[src/rtl/frame_write_sequencer_if.sv]
// Word-stream handshake between the bitstream word source and the frame write sequencer.
// A word transfers on a clock edge where WriteStrobe && Ready.
interface frame_write_sequencer_if;
  logic [31:0] WriteData;
  logic        WriteStrobe;
  logic        Ready;

  modport master (output WriteData, output WriteStrobe, input Ready);
  modport slave  (input WriteData, input WriteStrobe, output Ready);
endinterface

[src/rtl/frame_write_sequencer.sv]
// Frame write sequencer: takes a header word and NumberOfRows data words, assembles the
// frame in a holding register, then issues a single-cycle column frame strobe followed by
// one gap cycle before accepting the next frame.
module frame_write_sequencer #(
  parameter int unsigned MaxFramesPerCol  = 20,
  parameter int unsigned FrameSelectWidth = 5,
  parameter int unsigned NumColumns       = 10,
  parameter int unsigned NumberOfRows     = 16
) (
  input  logic                          CLK,
  input  logic                          resetn,
  frame_write_sequencer_if.slave        wr_if,
  input  logic                          Abort,
  input  logic                          ClearError,
  output logic [32*NumberOfRows-1:0]    FrameData,
  output logic [FrameSelectWidth-1:0]   FrameSelect,
  output logic                          FrameStrobe,
  output logic [MaxFramesPerCol-1:0]    FrameStrobe_I,
  output logic                          Error,
  output logic [15:0]                   FramesWritten
);

  localparam int unsigned RowW = (NumberOfRows > 1) ? $clog2(NumberOfRows) : 1;

  typedef enum logic [1:0] {
    IDLE,
    LOAD,
    STROBE,
    GAP
  } state_e;

  state_e                        state_q;
  logic                          ready_q;
  logic [RowW-1:0]               row_q;
  logic [4:0]                    idx_q;
  logic [FrameSelectWidth-1:0]   sel_q;
  logic [32*NumberOfRows-1:0]    frame_data_q;
  logic                          strobe_q;
  logic [MaxFramesPerCol-1:0]    strobe_vec_q;
  logic                          error_q;
  logic [15:0]                   frames_q;

  logic                          xfer_d;
  logic [4:0]                    hdr_col_d;
  logic [4:0]                    hdr_idx_d;
  logic                          hdr_ok_d;
  logic                          err_evt_d;

  // Header decode and error-event detection for the word presented this cycle.
  always_comb begin
    xfer_d    = wr_if.WriteStrobe && ready_q;
    hdr_col_d = wr_if.WriteData[20:16];
    hdr_idx_d = wr_if.WriteData[4:0];
    hdr_ok_d  = (32'(hdr_col_d) < NumColumns) && (32'(hdr_idx_d) < MaxFramesPerCol);
    err_evt_d = (state_q == IDLE) && !Abort && xfer_d && !(wr_if.WriteData[31] && hdr_ok_d);
  end

  // Sequencer FSM with registered handshake, strobe, data and status outputs.
  always_ff @(posedge CLK or negedge resetn) begin
    if (!resetn) begin
      state_q      <= IDLE;
      ready_q      <= 1'b1;
      row_q        <= '0;
      idx_q        <= '0;
      sel_q        <= '0;
      frame_data_q <= '0;
      strobe_q     <= 1'b0;
      strobe_vec_q <= '0;
      error_q      <= 1'b0;
      frames_q     <= '0;
    end else begin
      error_q <= err_evt_d | (error_q & ~ClearError);
      unique case (state_q)
        IDLE: begin
          if (!Abort && xfer_d && wr_if.WriteData[31] && hdr_ok_d) begin
            sel_q   <= hdr_col_d[FrameSelectWidth-1:0];
            idx_q   <= hdr_idx_d;
            row_q   <= '0;
            state_q <= LOAD;
          end
        end
        LOAD: begin
          if (Abort) begin
            state_q <= IDLE;
          end else if (xfer_d) begin
            for (int unsigned k = 0; k < NumberOfRows; k++) begin
              if (row_q == RowW'(k)) frame_data_q[32*k +: 32] <= wr_if.WriteData;
            end
            row_q <= row_q + 1'b1;
            if (row_q == RowW'(NumberOfRows - 1)) begin
              state_q      <= STROBE;
              ready_q      <= 1'b0;
              strobe_q     <= 1'b1;
              strobe_vec_q <= MaxFramesPerCol'(1) << idx_q;
            end
          end
        end
        STROBE: begin
          strobe_q     <= 1'b0;
          strobe_vec_q <= '0;
          state_q      <= GAP;
        end
        GAP: begin
          frames_q <= frames_q + 16'd1;
          ready_q  <= 1'b1;
          state_q  <= IDLE;
        end
        default: begin
          state_q <= IDLE;
          ready_q <= 1'b1;
        end
      endcase
    end
  end

  assign wr_if.Ready    = ready_q;
  assign FrameData      = frame_data_q;
  assign FrameSelect    = sel_q;
  assign FrameStrobe    = strobe_q;
  assign FrameStrobe_I  = strobe_vec_q;
  assign Error          = error_q;
  assign FramesWritten  = frames_q;

endmodule

[src/flat_wrapper.sv]
// flat-port wrapper written by rule: the top's interface ports become plain ports
module frame_write_sequencer_flat 
#(
  parameter int unsigned MaxFramesPerCol  = 20,
  parameter int unsigned FrameSelectWidth = 5,
  parameter int unsigned NumColumns       = 10,
  parameter int unsigned NumberOfRows     = 16
)
  (CLK, resetn, Abort, ClearError, FrameData, FrameSelect, FrameStrobe, FrameStrobe_I, Error, FramesWritten, wr_if_WriteData, wr_if_WriteStrobe, wr_if_Ready);
  frame_write_sequencer_if wr_if_i ();
  input  logic CLK;
  input  logic resetn;
  input  logic Abort;
  input  logic ClearError;
  output logic [32*NumberOfRows-1:0] FrameData;
  output logic [FrameSelectWidth-1:0] FrameSelect;
  output logic FrameStrobe;
  output logic [MaxFramesPerCol-1:0] FrameStrobe_I;
  output logic Error;
  output logic [15:0] FramesWritten;
  input wire logic [$bits(wr_if_i.WriteData)-1:0] wr_if_WriteData;
  input wire logic [$bits(wr_if_i.WriteStrobe)-1:0] wr_if_WriteStrobe;
  output wire logic [$bits(wr_if_i.Ready)-1:0] wr_if_Ready;
  assign wr_if_i.WriteData = wr_if_WriteData;
  assign wr_if_i.WriteStrobe = wr_if_WriteStrobe;
  assign wr_if_Ready = wr_if_i.Ready;
  frame_write_sequencer #(.MaxFramesPerCol(MaxFramesPerCol), .FrameSelectWidth(FrameSelectWidth), .NumColumns(NumColumns), .NumberOfRows(NumberOfRows)) u_core (.CLK(CLK), .resetn(resetn), .wr_if(wr_if_i), .Abort(Abort), .ClearError(ClearError), .FrameData(FrameData), .FrameSelect(FrameSelect), .FrameStrobe(FrameStrobe), .FrameStrobe_I(FrameStrobe_I), .Error(Error), .FramesWritten(FramesWritten));
endmodule
[config.mk]
export PLATFORM = sky130hd
export DESIGN_NAME = frame_write_sequencer_flat
export DESIGN_NICKNAME = d
export VERILOG_FILES = /design/src/rtl/frame_write_sequencer_if.sv /design/src/rtl/frame_write_sequencer.sv /design/src/flat_wrapper.sv
export SDC_FILE = /design/constraint.sdc
export NUM_CORES = 1
export LEC_CHECK = 0
export BUFFER_PORTS_ARGS = -buffer_cell sky130_fd_sc_hd__buf_4
export CAP_MARGIN = 30
export CORE_AREA = 2 2 233 235
export CTS_CLUSTER_DIAMETER = 60
export CTS_CLUSTER_SIZE = 12
export DETAILED_ROUTE_END_ITERATION = 12
export DIE_AREA = 0 0 235 237
export GPL_TIMING_DRIVEN = 0
export PLACE_DENSITY = 0.64
export RECOVER_POWER = 50
export SYNTH_ARGS = -nofsm -noshare
export SYNTH_HDL_FRONTEND = slang
export SYNTH_SLANG_ARGS = --single-unit
[constraint.sdc]
create_clock -name CLK -period 2.7 [get_ports CLK]
set_clock_uncertainty 0.05 [all_clocks]
set_input_delay 0.27 -clock CLK [delete_from_list [all_inputs] [get_ports CLK]]
set_output_delay 0.27 -clock CLK [all_outputs]
set_load 0.05 [all_outputs]
==> results.sh, run 1 <==
export IMPL_outcome="complete, no violations"
export IMPL_antenna_found_initial=1
export IMPL_synth_top_area_frac=0.657
export IMPL_timing_slew_headroom=0.371
export IMPL_critPathKind="reg2reg"
export IMPL_whs_ns=0.140
export IMPL_netlist_instances=1343
export IMPL_yosysTopAreaCell="dfrtp_1"
export IMPL_max_freq_mhz=378
export IMPL_core_um2=53300
export IMPL_ys_async_sr_fraction=1.00
export IMPL_synth_ff_type="dfrtp_1"
export IMPL_worstPathMaxFanout=10
export IMPL_grt_max_degree=127
export IMPL_p_per_area_nw_per_um2=646
export IMPL_rows=85
export IMPL_ys_warnings_count=0
export IMPL_dieArea_um2=55700
export IMPL_clock_sinks=567
export IMPL_start_util=0.404
export IMPL_grt_use_total=0.238
export IMPL_reg2regPathDepth=5
export IMPL_die_x_um=235
export IMPL_clk_latency_ns=0.60
export IMPL_htreeDepth=2
export IMPL_grt_pass1_vias=14800
export IMPL_met3_length_um=4780
export IMPL_syn_area_um2=21600
export IMPL_hp_class="in2async"
export IMPL_hpwl_um=48200
export IMPL_crit_arrival_ns=3.09
export IMPL_fp_dieH_um=237
export IMPL_wl_per_cell_um=24.3
export IMPL_grt_ovfl_total=0
export IMPL_drt_pass1_iter_count=4
export IMPL_rsz0062_at_grt="false"
export IMPL_avgSynthCellArea_um2=16.0
export IMPL_crit_end="u_core.FrameData[265]$_DFFE_PN0P_"
export IMPL_gp_congestion=0.808
export IMPL_drive_gt1_frac=0.330
export IMPL_area_growth_syn_to_layout_pct=24.6
export IMPL_tns_ns=0
export IMPL_tightestPinTransition_ns=0.944
export IMPL_portBuffers=592
export IMPL_rr_endpoint="u_core.FrameData[265]$_DFFE_PN0P_"
export IMPL_finalCritPeriodShare=0.980
export IMPL_slew_viol_final=0
export IMPL_setup_viol=0
export IMPL_met2_wirelength_um=32100
export IMPL_ant_nets=0
export IMPL_syn_nets=1385
export IMPL_worstPathRequired_ns=3.14
export IMPL_rrSetupSlack_ns=0.05
export IMPL_synth_edf_count=0
export IMPL_start_kind="register"
export IMPL_synth_distinct_cells=40
export IMPL_cts_root_buf="clkbuf_16"
export IMPL_ir_drop_mv=0.454
export IMPL_fillCellCount=4983
export IMPL_fin_crit_ns=2.65
export IMPL_drc=0
export IMPL_yosysSeqAreaShare=0.658
export IMPL_synth_area_top_cells="dfrtp_1 66%, mux2_2 27%, buf_2 0.95%, nand3_1 0.72%, clkbuf_1 0.70%"
export IMPL_numCtsBuffers=55
export IMPL_ys_seq_elements=567
export IMPL_hold_viol=0
export IMPL_clk_pin_slew_worst_paths_ns=0.06
export IMPL_num_vias=14000
export IMPL_ioPinCount=593
export IMPL_post_drt_via_cell_ratio=5.08
export IMPL_cts_max_path_buffers=3
export IMPL_maxUsedRoutingLayer="met4"
export IMPL_grt_pass1_wl_um=99000
export IMPL_cts_tree="built"
export IMPL_m1WireLength_um=27800
export IMPL_drtIter0Drc=659
export IMPL_endpoint_kind="register"
export IMPL_fin_nets=2075
export IMPL_p_leak_nw=13.2
export IMPL_cap_violations=0
export IMPL_wl_um=67000
[cells in the mapped netlist, drive strengths merged (2+ instances only)]
cell type  count
and2           3
nand4         10
nand2b         3
dfrtp        566
mux2         523
nor3           6
or3            3
o31ai         11
clkbuf        40
and4           2
o41ai          8
or3b           2
a22o           2
nand3         31
nand2         21
xor2           5
inv            7
o21ai          5
ha             5
nor2b          2
nor2          13
xnor2         10
o2bb2ai        2
buf           53
[layout make-up]
cell class                 count  area [um^2]  area share
sequential                   567        14200       0.528
multi-input combinational    676         6910       0.257
timing repair buffer         633         2870       0.107
clock buffer                  71         1460      0.0543
tap                          696          871      0.0324
buffer                        93          444      0.0165
clock inverter                 7         87.6     0.00326
inverter                       7         26.3    0.000978
antenna                        2         5.00    0.000186
[through the flow]
step | cells | setup slack, ns | power (mW) | cell area [um^2] | utilization
after floorplan | 1343 | 0.571 | 9.86 | 21600 | -
after global placement | 2631 | -4.72 | 10.6 | 26900 | 0.504
after detailed placement | 2636 | 0.132 | 10.6 | 27000 | 0.507
after CTS | 2750 | 0.105 | 17.7 | 28900 | 0.543
after global routing | 2751 | 0.0251 | 18.0 | 26900 | 0.504
final | 2752 | 0.0542 | 17.3 | 26900 | 0.504
[cells by family after synthesis]
logic type / count (synthesis) / share of synthesized area
DFF: 567 / 0.658
buffers and inverters: 100 / 0.0217
and+or+nand+nor: 102 / 0.0267
AOI/OAI and AO/OA: 30 / 0.0105
adders and majority gates: 5 / 0.00290
muxes: 524 / 0.274
xor gates and xnor gates: 15 / 0.00610
[cells in the final DEF (no fill, tap or decap), drive strengths merged, types with 5 or more instances in the layout]
cell type and instances:
o21ai 5, buf 95, nand3 31, dfrtp 566, dlygate4sd3 36, nand2 21
o31ai 11, ha 5, inv 10, clkbuf 666, xnor2 10, xor2 5
o41ai 8, nand4 10, mux2 523, nor2 13, nor3 6
[how the worst min path moves through the flow]
stage	endpoint	slack [ns]
5_1_grt	u_core.FrameData[88]$_DFFE_PN0P_	0.16
3_5_place_dp	u_core.FrameData[30]$_DFFE_PN0P_	0.19
6_report	u_core.FrameData[158]$_DFFE_PN0P_	0.14
3_3_place_gp	u_core.FramesWritten[15]$_DFFE_PN0P_	0.41
2_1_floorplan	async pin	-0.08
4_1_cts	u_core.FrameData[158]$_DFFE_PN0P_	0.12
[flip-flops by register name, summed over array words and instances, names as in the netlist, named ones only]
register and cells:
u_core.row_q 4, u_core.state_q 1, u_core.wr_if.Ready 1, u_core.FramesWritten 16
u_core.FrameStrobe 1, u_core.idx_q 5, u_core.FrameStrobe_I 20, u_core.FrameSelect 5
u_core.FrameData 512, u_core.Error 1
[report_power, final]
part	total, mW	internal [mW]	switching [mW]
clock	7.01	3.84	3.16
combinational	1.52	0.343	1.18
sequential	8.82	8.69	0.128
total	17.3	12.9	4.47
[timing repair]
| action | 4_1_cts | 5_1_grt |
|---|---|---|
| hold endpoints to repair | 329 | 0 |
| hold buffers | 36 | 0 |
| resized for setup | 0 | 3 |
| setup endpoints to repair | 0 | 53 |
| setup buffers | 0 | 0 |
[critical path: stages (launching register included)]
cell and delay (ns):
dfrtp_1 0.47, nand4bb_4 0.27, nor2_1 0.33, nand3_1 0.62
buf_2 0.46, mux2_2 0.31
[metal layers]
layer / GRT usage / vias up
li1: - / 6119
met1: 0.299 / 7307
met2: 0.389 / 446
met3: 0.0736 / 116
met4: 0.0821 / 0
met5: 0 / -
No activity file was read; power rests on OpenSTA's default activity.
==> run 2, diff against run 1 <==
Settings changed: CTS_BUF_LIST from default to sky130_fd_sc_hd__clkbuf_16.
==> run 2 against run 1 <==
- final area unchanged
- setup slack got worse by 0.0031 ns
- first-iteration DRC count increased by 0.76%
- combinational power about the same
- sequential share of layout area unchanged
- via count decreased by 0.10%
- critical path depth unchanged
- non-clock buffer count unchanged
- final cell count unchanged
- core utilization unchanged
==> results.sh, run 2 (synthesis results as in run 1) <==
export IMPL_start_util=0.404
export IMPL_layout_commonest_cell="clkbuf_1"
export IMPL_post_drt_via_cell_ratio=5.08
export IMPL_wl_um=66900
export IMPL_worstPathCellList="nand4bb_4 -> nor2_1 -> nand3_1 -> buf_2 -> mux2_2"
export IMPL_outcome="complete, no violations"
export IMPL_p_per_area_nw_per_um2=644
export IMPL_antenna_found_initial=1
export IMPL_fin_crit_ns=2.65
export IMPL_rr_endpoint="u_core.FrameData[265]$_DFFE_PN0P_"
export IMPL_p_clk_frac=0.402
export IMPL_cts_tree="built"
export IMPL_rsz0062_at_grt="false"
export IMPL_tightestPinTransition_ns=0.944
export IMPL_design_area_um2=26900
export IMPL_ioPinCount=593
export IMPL_seqPwrFrac=0.510
export IMPL_drt_pass1_iter_count=4
export IMPL_numCtsBuffers=55
export IMPL_critPathSlowestCell="nand3_1"
export IMPL_clock_sinks=567
export IMPL_die_x_um=235
export IMPL_dp_worst_setup_slack_ns=0.132
export IMPL_gp_congestion=0.808
export IMPL_fin_nets=2075
export IMPL_core_um2=53300
export IMPL_num_vias=14000
export IMPL_critical_path_max_stage_delay_ns=0.62
export IMPL_final_cell_mix="594 x clkbuf_1, 566 x dfrtp_1, 510 x mux2_2, 56 x clkbuf_16, 44 x buf_4"
export IMPL_wl_per_cell_um=24.3
export IMPL_crit_arrival_ns=3.09
export IMPL_total_power_mw=17.3
export IMPL_cts_root_buf="clkbuf_16"
export IMPL_ant_nets=0
export IMPL_fillCellCount=4983
export IMPL_drtIter0Drc=664
export IMPL_setup_viol=0
export IMPL_p_comb_frac=0.088
export IMPL_cap_violations=0
export IMPL_switchingPower_mw=4.47
export IMPL_slew_viol_final=0
export IMPL_clk_pin_slew_worst_paths_ns=0.06
export IMPL_grt_pass1_wl_um=99000
export IMPL_worst_slack_ns=0.0511
export IMPL_worstPathMaxFanout=10
export IMPL_p_sw_frac=0.259
export IMPL_worstPathRequired_ns=3.14
export IMPL_drive_gt1_frac=0.330
export IMPL_start_kind="register"
export IMPL_critPathKind="reg2reg"
export IMPL_tns_ns=0
export IMPL_rows=85
export IMPL_hp_class="in2async"
export IMPL_grt_use_total=0.238
export IMPL_grt_ovfl_total=0
export IMPL_hold_viol=0
export IMPL_grt_pass1_vias=14800
export IMPL_hpwl_um=48200
export IMPL_dieArea_um2=55700
export IMPL_ir_drop_mv=0.453
export IMPL_post_dp_cell_area_um2=27000
export IMPL_p_leak_nw=13.3
export IMPL_whs_ns=0.138
export IMPL_portBuffers=592
export IMPL_htreeDepth=2
export IMPL_grt_max_degree=127
export IMPL_area_growth_syn_to_layout_pct=24.6
export IMPL_finalCritPeriodShare=0.981
export IMPL_internal_power_mw=12.8
export IMPL_cts_max_path_buffers=3
export IMPL_timing_slew_headroom=0.371
export IMPL_reg2regPathDepth=5
export IMPL_max_freq_mhz=378
export IMPL_clk_latency_ns=0.60
export IMPL_drc=0
export IMPL_fp_dieH_um=237
export IMPL_endpoint_kind="register"
export IMPL_rrSetupSlack_ns=0.05
export IMPL_largest_register_ffs=512
-- run 2: cell count changes in the layout (fill, tap and decap cells not counted), sizes merged --
| cell | delta |
|---|---|
| clkbuf | -15 |
| inv | +15 |
-- run 2: stage by stage --
step                       util  cells
after detailed placement  0.507   2636
after global placement    0.504   2631
final                     0.504   2752
after CTS                 0.543   2750
after global routing      0.504   2751
after floorplan               -   1343
-- run 2: what timing repair did --
action / 4_1_cts / 5_1_grt
setup endpoints to repair: 0 / 53
setup buffers: 0 / 0
endpoints found under the hold margin: 329 / 0
hold buffers: 36 / 0
gates resized for setup: 0 / 3
-- run 2: final cells by class --
type / count / area, um^2 / area share
Buffer: 93 / 444 / 0.0165
Clock inverter: 22 / 144 / 0.00536
Antenna cell: 2 / 5.00 / 0.000186
Inverter: 7 / 26.3 / 0.000978
Multi-Input combinational cell: 676 / 6910 / 0.257
Tap cell: 696 / 871 / 0.0324
Clock buffer: 56 / 1400 / 0.0522
Sequential cell: 567 / 14200 / 0.528
Timing Repair Buffer: 633 / 2870 / 0.107
-- run 2: how the worst max path moves through the flow --
stage | from | cells past startpoint | slack, ns | end
after CTS | register | 5 | 0.10 | u_core.FrameData[461]$_DFFE_PN0P_
after global routing | u_core.state_q[0]$_DFFE_PN0P_ | 5 | 0.02 | u_core.FrameData[182]$_DFFE_PN0P_
after global placement | resetn | 1 | -4.72 | u_core.FrameData[265]$_DFFE_PN0P_
after detailed placement | register | 5 | 0.13 | u_core.FrameData[387]$_DFFE_PN0P_
final | register | 5 | 0.05 | u_core.FrameData[265]$_DFFE_PN0P_
after floorplan | u_core.wr_if.Ready$_DFFE_PN1P_ | 6 | 0.57 | u_core.FrameData[289]$_DFFE_PN0P_
-- run 2: power groups by stage --
| stage | Sequential (mW) | Clock [mW] | Combinational (mW) |
|---|---|---|---|
| 2_1_floorplan | 9.55 | 0 | 0.308 |
| 6_report | 8.82 | 6.95 | 1.52 |
| 5_1_grt | 8.84 | 7.48 | 1.62 |
| 3_5_place_dp | 8.97 | 0 | 1.66 |
| 3_3_place_gp | 8.96 | 0 | 1.61 |
| 4_1_cts | 8.82 | 7.17 | 1.70 |
-- run 2: per-layer routing --
metal | part of all wire | GRT usage
met1 | 0.41 | 0.299
met5 | 0 | 0
met4 | 0.034 | 0.0821
met2 | 0.48 | 0.389
met3 | 0.072 | 0.0740
-- run 2: critical path, delay by kind of cell (launching register included) --
kind	cells	cell delay [ns]
AND/OR/NAND/NOR	3	1.22
flip-flops	1	0.47
buffers and inverters	1	0.46
multiplexers	1	0.31
==> run 3, diff against run 2 <==
Settings changed: BUFFER_PORTS_ARGS -buffer_cell sky130_fd_sc_hd__buf_4 to -buffer_cell sky130_fd_sc_hd__buf_2.
==> run 3 against run 2 <==
- combinational power about the same
- total power rose by 0.55%
- via count shrank 0.18%
- fmax fell by 0.29%
- clock-buffer cell count is 2 higher
- flip-flop and latch count stayed put
- non-clock buffer count decreased by 4
- core utilization fell by 0.23 points
- sequential share of layout area is 0.24 points higher
- register-to-register slack barely moved
- setup slack lost 0.0077 ns
- largest power group unchanged
==> results.sh, run 3 (synthesis results as in run 1) <==
export IMPL_hold_viol=0
export IMPL_start_util=0.404
export IMPL_seqPwrFrac=0.507
export IMPL_design_area_um2=26700
export IMPL_die_x_um=235
export IMPL_n_antenna_cell=0
export IMPL_cts_root_buf="clkbuf_16"
export IMPL_critPathKind="reg2reg"
export IMPL_switchingPower_mw=4.49
export IMPL_worstPathRequired_ns=3.14
export IMPL_min_path_cells=2
export IMPL_largest_register_ffs=512
export IMPL_timing_slew_headroom=0.469
export IMPL_startpoint="u_core.wr_if.Ready$_DFFE_PN1P_"
export IMPL_drive_gt1_frac=0.341
export IMPL_outcome="complete, no violations"
export IMPL_endpoint_kind="register"
export IMPL_worstPathCellList="nand4bb_4 -> nor2_1 -> nand3_1 -> buf_2 -> mux2_2"
export IMPL_drtIter0Drc=591
export IMPL_setup_viol=0
export IMPL_num_vias=13900
export IMPL_wl_um=65800
export IMPL_crit_arrival_ns=3.10
export IMPL_finalCritPeriodShare=0.984
export IMPL_clock_sinks=567
export IMPL_grt_max_degree=125
export IMPL_hold_path_startpoint="wr_if_WriteData[18]"
export IMPL_hpwl_um=47500
export IMPL_ir_drop_mv=0.541
export IMPL_drc=0
export IMPL_p_sw_frac=0.258
export IMPL_area_growth_syn_to_layout_pct=24.1
export IMPL_critPathSlowestCell="nand3_1"
export IMPL_grt_pass1_vias=14800
export IMPL_fp_dieH_um=237
export IMPL_critPathBufInv=1
export IMPL_ioPinCount=593
export IMPL_clk_latency_ns=0.60
export IMPL_wl_per_cell_um=24.0
export IMPL_p_clk_frac=0.407
export IMPL_fin_crit_ns=2.66
export IMPL_final_cell_mix="583 x clkbuf_1, 566 x dfrtp_1, 510 x mux2_2, 89 x buf_2, 58 x clkbuf_16"
export IMPL_cap_violations=0
export IMPL_p_leak_nw=13.3
export IMPL_path_depth=5
export IMPL_r2r_start="u_core.wr_if.Ready$_DFFE_PN1P_"
export IMPL_p_per_area_nw_per_um2=650
export IMPL_grt_ovfl_total=0
export IMPL_slew_viol_final=0
export IMPL_start_kind="register"
export IMPL_gp_congestion=0.817
export IMPL_dieArea_um2=55700
export IMPL_fin_nets=2072
export IMPL_tightestPinTransition_ns=0.797
export IMPL_max_freq_mhz=376
export IMPL_worstPathMaxFanout=10
export IMPL_crit_family="simple AND/OR/NAND/NOR gates"
export IMPL_p_comb_frac=0.086
export IMPL_rows=85
export IMPL_reg2regPathDepth=5
export IMPL_fillCellCount=4816
export IMPL_internal_power_mw=12.9
export IMPL_critical_path_max_stage_delay_ns=0.63
export IMPL_post_drt_via_cell_ratio=5.10
export IMPL_htreeDepth=2
export IMPL_hp_class="in2reg"
export IMPL_core_um2=53300
export IMPL_drt_pass1_iter_count=4
export IMPL_post_dp_cell_area_um2=25500
export IMPL_portBuffers=592
export IMPL_antenna_found_initial=3
export IMPL_rrSetupSlack_ns=0.04
export IMPL_layout_commonest_cell="clkbuf_1"
export IMPL_ant_nets=0
export IMPL_rsz0062_at_grt="false"
export IMPL_grt_use_total=0.233
export IMPL_numCtsBuffers=56
export IMPL_tns_ns=0
export IMPL_grt_pass1_wl_um=98000
export IMPL_cts_tree="built"
export IMPL_clk_pin_slew_worst_paths_ns=0.06
export IMPL_cts_max_path_buffers=3
[run 3: final cells by class]
class | instances | area [um^2] | area share
buffer | 93 | 442 | 0.0165
clock buffer | 58 | 1450 | 0.0543
clock inverter | 11 | 104 | 0.00388
inverter | 7 | 26.3 | 0.000983
multi-input combinational | 676 | 6900 | 0.258
sequential | 567 | 14200 | 0.531
tap | 696 | 871 | 0.0326
timing repair buffer | 629 | 2750 | 0.103
[run 3: power groups by stage]
stage / sequential [mW] / clock, mW / combinational (mW)
global route: 8.84 / 7.58 / 1.59
floorplan: 9.55 / 0 / 0.308
CTS: 8.81 / 7.27 / 1.57
finish: 8.82 / 7.08 / 1.49
global placement: 8.96 / 0 / 1.48
detailed placement: 8.96 / 0 / 1.53
[run 3: repair_timing]
| item | 4_1_cts | 5_1_grt |
|---|---|---|
| buffers inserted | 0 | 2 |
| endpoints found under the setup margin | 0 | 37 |
| hold buffers | 29 | 0 |
| resized for setup | 0 | 1 |
| hold endpoints to repair | 251 | 0 |
[run 3: worst reg2reg max path: cells and delay by family, from the launching register on]
kind          cells  cell delay [ns]
flops             1             0.58
mux               1             0.32
simple gates      3             1.13
buf+inv           1             0.46
[run 3: layer usage]
| layer | vias up | track usage | part of all wire |
|---|---|---|---|
| met4 | 2 | 0.0798 | 0.030 |
| met2 | 446 | 0.382 | 0.48 |
| met5 | - | 0 | 0.00020 |
| li1 | 6113 | - | - |
| met1 | 7283 | 0.300 | 0.42 |
| met3 | 105 | 0.0645 | 0.066 |
[run 3: metrics by stage]
step	instances	setup WS (ns)	utilization	total power [mW]	hold slack [ns]
6_report	2737	0.0433	0.502	17.4	0.0342
5_1_grt	2737	0.0147	0.502	18.0	0.0306
4_1_cts	2735	0.0282	0.514	17.6	0.00149
3_5_place_dp	2637	0.0476	0.479	10.5	0.308
3_3_place_gp	2631	-10.03	0.476	10.4	0.409
2_1_floorplan	1343	0.571	-	9.86	-0.0756
[run 3: path summary, 6_finish.rpt]
kind | end
min in group asynchronous | u_core.FrameData[155]$_DFFE_PN0P_
worst max-delay path | u_core.FrameData[265]$_DFFE_PN0P_
max in group asynchronous | u_core.FrameData[331]$_DFFE_PN0P_
worst min register to register | u_core.FramesWritten[15]$_DFFE_PN0P_
worst min-delay path | u_core.FrameData[338]$_DFFE_PN0P_
worst max register to register | u_core.FrameData[265]$_DFFE_PN0P_
